[config.mk]
export PLATFORM = sky130hd
export DESIGN_NAME = sub_div_sequencer
export DESIGN_NICKNAME = d
export VERILOG_FILES = /design/src/rtl/sub_div_sequencer.sv
export SDC_FILE = /design/constraint.sdc
export NUM_CORES = 1
export LEC_CHECK = 0
export CAP_MARGIN = 30
export CORE_MARGIN = 8
export CORE_UTILIZATION = 42
export DETAILED_ROUTE_END_ITERATION = 10
export HOLD_SLACK_MARGIN = 0.05
export PLACE_DENSITY_LB_ADDON = 0.3
export SLEW_MARGIN = 20
export SYNTH_ARGS = -nofsm -noshare
export SYNTH_HDL_FRONTEND = slang
export SYNTH_SLANG_ARGS = --single-unit
[constraint.sdc]
create_clock -name clk_i -period 2.18 [get_ports clk_i]
set_clock_uncertainty 0.15 [all_clocks]
set_input_delay 0.436 -clock clk_i [delete_from_list [all_inputs] [get_ports clk_i]]
set_output_delay 0.436 -clock clk_i [all_outputs]
set_load 0.05 [all_outputs]
[src/rtl/sub_div_sequencer.sv]
// Restoring unsigned divider controller that borrows one external N-bit subtractor
// for N iterations, producing one quotient bit per cycle behind a start/done handshake.
module sub_div_sequencer #(
  parameter int N = 32
) (
  input  logic         clk_i,
  input  logic         rst_i,
  input  logic         start_i,
  input  logic [N-1:0] dividend_i,
  input  logic [N-1:0] divisor_i,
  output logic         busy_o,
  output logic         done_o,
  output logic         div_zero_o,
  output logic [N-1:0] quotient_o,
  output logic [N-1:0] remainder_o,
  output logic [N-1:0] sub_a_o,
  output logic [N-1:0] sub_b_o,
  input  logic [N-1:0] sub_result_i,
  input  logic         sub_cry_i
);

  localparam int CW = $clog2(N);

  typedef enum logic [1:0] {IDLE, ITER, DONE} state_e;

  state_e         state_q, state_d;
  logic [N-1:0]   quotient_q, quotient_d;
  logic [N-1:0]   remainder_q, remainder_d;
  logic [N-1:0]   divisorReg_q, divisorReg_d;
  logic [CW-1:0]  counter_q, counter_d;
  logic           divZero_q, divZero_d;

  logic [N-1:0]   shifted;
  logic           outBit;
  logic           take;

  always_ff @(posedge clk_i) begin
    if (rst_i) begin
      state_q      <= IDLE;
      quotient_q   <= '0;
      remainder_q  <= '0;
      divisorReg_q <= '0;
      counter_q    <= '0;
      divZero_q    <= 1'b0;
    end else begin
      state_q      <= state_d;
      quotient_q   <= quotient_d;
      remainder_q  <= remainder_d;
      divisorReg_q <= divisorReg_d;
      counter_q    <= counter_d;
      divZero_q    <= divZero_d;
    end
  end

  // A set MSB shifted out of the remainder means the partial remainder is at least
  // 2^N, so the subtraction must succeed whatever the carry says.
  always_comb begin
    shifted      = {remainder_q[N-2:0], quotient_q[N-1]};
    outBit       = remainder_q[N-1];
    take         = outBit | sub_cry_i;

    state_d      = state_q;
    quotient_d   = quotient_q;
    remainder_d  = remainder_q;
    divisorReg_d = divisorReg_q;
    counter_d    = counter_q;
    divZero_d    = divZero_q;
    sub_a_o      = '0;
    sub_b_o      = '0;

    case (state_q)
      IDLE: begin
        if (start_i) begin
          quotient_d   = dividend_i;
          remainder_d  = '0;
          divisorReg_d = divisor_i;
          counter_d    = '0;
          divZero_d    = (divisor_i == '0);
          if (divisor_i == '0) begin
            quotient_d  = '1;
            remainder_d = dividend_i;
            state_d     = DONE;
          end else begin
            state_d = ITER;
          end
        end
      end
      ITER: begin
        sub_a_o     = shifted;
        sub_b_o     = divisorReg_q;
        remainder_d = take ? sub_result_i : shifted;
        quotient_d  = {quotient_q[N-2:0], take};
        counter_d   = counter_q + 1'b1;
        if (counter_q == CW'(N - 1)) begin
          state_d = DONE;
        end
      end
      DONE: begin
        state_d = IDLE;
      end
      default: begin
        state_d = IDLE;
      end
    endcase
  end

  assign busy_o      = (state_q == ITER);
  assign done_o      = (state_q == DONE);
  assign div_zero_o  = divZero_q;
  assign quotient_o  = quotient_q;
  assign remainder_o = remainder_q;

endmodule

==> results.json <==
{
  "muxShareOfSynthArea_pct": 6.902,
  "dieArea_sq_um": 16260,
  "drtPass1Iterations": 4,
  "path_clk_slew_ns": 0.07,
  "path_max_fanout": 4,
  "finalNetCount": 938,
  "power_per_cell_area_nw_per_um2": 805.6,
  "wl_um": 19020,
  "crit_required_ns": 1.59,
  "hold_viol_final": 0,
  "start_util_pct": 43.29,
  "ant_nets": 0,
  "wire_per_inst_um": 18.85,
  "relSlewSlack_pct": 62.70,
  "ys_seq_elements": 104,
  "grt_overflow": 0,
  "diodes": 0,
  "synth-async-reset-ratio_pct": 0,
  "clock-sinks": 104,
  "antenna_found_initial": 0,
  "syn_area_sq_um": 5221,
  "grt_usage_pct": 21.23,
  "clk_latency_ns": 0.33,
  "timing.setup.tns_ns": 0,
  "drive_gt1_share_pct": 21.17,
  "synth_top_family_by_area": "simple AND/OR/NAND/NOR gates",
  "min_period_ns": 2.135,
  "layout_common_cells": "clkdlybuf4s50_1, dfxtp_1, a21oi_1",
  "crit_chain": "clkdlybuf4s50_1",
  "cp.arrival_ns": 1.55,
  "gp_congestion": 0.7914,
  "cpMaxStageDelayCell": "clkdlybuf4s50_1",
  "start_kind": "flip-flop",
  "final_common_cell": "clkdlybuf4s50_1",
  "grtUsageMet1_pct": 23.21,
  "root_buffer": "clkbuf_16",
  "critPathBufInv": 1,
  "synth-xor-area-share_pct": 0,
  "die_x_um": 127.5,
  "syn-num-nets": 734,
  "grt_pass1_vias": 5431,
  "synth-adder-area-share_pct": 0.4793,
  "grt_pass1_wl_um": 28480,
  "grt_max_degree": 75,
  "post-route-drc-count": 0,
  "grt_util_met3_pct": 8.444,
  "whs_ns": 0.3021,
  "cts_tree": "built",
  "core_sq_um": 12060,
  "synth_edf_count": 0,
  "yosysUniqueCellTypes": 35,
  "slowest_delay_ns": 0.83,
  "cts_hold_buf": 0,
  "synth-seq-area-share_pct": 39.88,
  "die_h_um": 127.5,
  "period_share_pct": 97.93,
  "drt_iter0_markers": 363,
  "clock_tree.buffer_depth": 2,
  "busiest_layer": "met2",
  "syn_to_final_growth_pct": 66.67,
  "vias": 5507,
  "ioPinCount": 231,
  "ir_drop_mv": 0.4768,
  "layout.core_utilization_pct": 72.15,
  "setup_viol": 0,
  "cp-end-kind": "output pin",
  "critical_path_class": "flip-flop to output pin",
  "fmax_mhz": 468.4,
  "p_leak_nw": 3.337,
  "vias_per_cell": 5.458,
  "hpwl_um": 13730,
  "cts_max_level": 3,
  "synthCells": 632,
  "cp_top_family": "buffers and inverters",
  "use_met2_pct": 37.28,
  "synth_compound_area_share_pct": 20.68,
  "maxCapViolCount": 0,
  "rows": 40,
  "status": "completed",
  "rsz0062_at_grt": "false",
  "final_max_slew_viol_count": 0,
  "worst_pin_slew_ns": 0.5578,
  "synth-simple-area-share_pct": 24.16,
  "synth.avg_cell_area_sq_um": 8.261,
  "synthFlopType": "dfxtp_1",
  "io_buffers": 230,
  "ys.warnings.count": 0,
  "hp-class": "flip-flop to flip-flop",
  "cts_buffers": 9
}
[through the flow]
| step | area (sq um) | instances | worst slack [ns] | total power, mW |
|---|---|---|---|---|
| after CTS | 8562 | 1004 | -0.008264 | 6.935 |
| after global placement | 8275 | 988 | -0.2783 | 5.358 |
| after floorplan | 5223 | 632 | 0.1190 | 4.184 |
| after global routing | 8702 | 1009 | 0.0009084 | 7.318 |
| after detailed placement | 8275 | 988 | -0.3452 | 5.428 |
| final | 8702 | 1009 | 0.04511 | 7.011 |
[synth_stat cells (2+ instances only)]
| master | count | area share, % |
|---|---|---|
| nor4_1 | 7 | 0.84 |
| buf_12 | 3 | 1.2 |
| a211oi_1 | 34 | 4.9 |
| nor2_1 | 71 | 5.1 |
| o21ai_0 | 2 | 0.19 |
| o221ai_1 | 31 | 5.2 |
| and4_1 | 2 | 0.34 |
| and2_1 | 64 | 7.7 |
| clkbuf_1 | 28 | 2.0 |
| a21oi_1 | 97 | 9.3 |
| buf_6 | 8 | 1.7 |
| dfxtp_1 | 104 | 40 |
| ha_1 | 2 | 0.48 |
| nand2_1 | 68 | 4.9 |
| nand3_1 | 3 | 0.29 |
| a22oi_1 | 2 | 0.29 |
| nand4_1 | 32 | 3.8 |
| buf_2 | 18 | 1.7 |
| mux2_2 | 32 | 6.9 |
| nor2_2 | 2 | 0.24 |
| buf_4 | 8 | 1.2 |
[power by group]
| part | switching [mW] | internal (mW) | total (mW) |
|---|---|---|---|
| registers | 0.196 | 2.15 | 2.35 |
| clock network | 0.724 | 0.788 | 1.51 |
| logic | 1.88 | 1.27 | 3.15 |
| total | 2.80 | 4.21 | 7.01 |
[sequential cells by signal, summed over array words and instances (netlist names)]
signal / count
counter_q: 5
remainder_o: 32
div_zero_o: 1
quotient_o: 32
divisorReg_q: 32
state_q: 2
[kinds of logic (layout without fill, tap and decap cells)]
logic type	after synthesis	after routing
buf+inv	67	276
fa+ha+maj	2	2
mux	32	32
simple gates	256	256
compound gates	171	171
flops	104	104
[layout make-up]
type                            instances  area [sq um]
Sequential cell                       104          2085
Multi-Input combinational cell        461          2790
Inverter                                2         12.51
Clock buffer                           11         232.7
Clock inverter                          5         38.79
Timing Repair Buffer                  258          3333
Tap cell                              168         210.2
Fill cell                             915          3359
[path summary, 6_finish.rpt]
kind	cells past startpoint	end	startpoint	slack (ns)
worst max-delay path	1	remainder_o[9]	remainder_o[9]	0.05
worst min-delay path	2	divisorReg_q[26]	divisorReg_q[26]	0.30
worst max register to register	5	remainder_o[31]	state_q[1]	0.25
worst min register to register	2	divisorReg_q[26]	divisorReg_q[26]	0.30
[metal layers]
layer | vias up | part of all wire [%]
li1 | 2668 | -
met1 | 2592 | 36
met2 | 227 | 50
met3 | 20 | 12
met4 | 0 | 1.8
met5 | - | 0
[repair_timing]
action	4_1_cts	5_1_grt
pin swaps	0	0
gates cloned	0	4
resized for setup	5	15
buffers inserted	0	1
hold endpoints to repair	0	0
endpoints found under the setup margin	39	96
No activity file was read; power rests on OpenSTA's default activity.
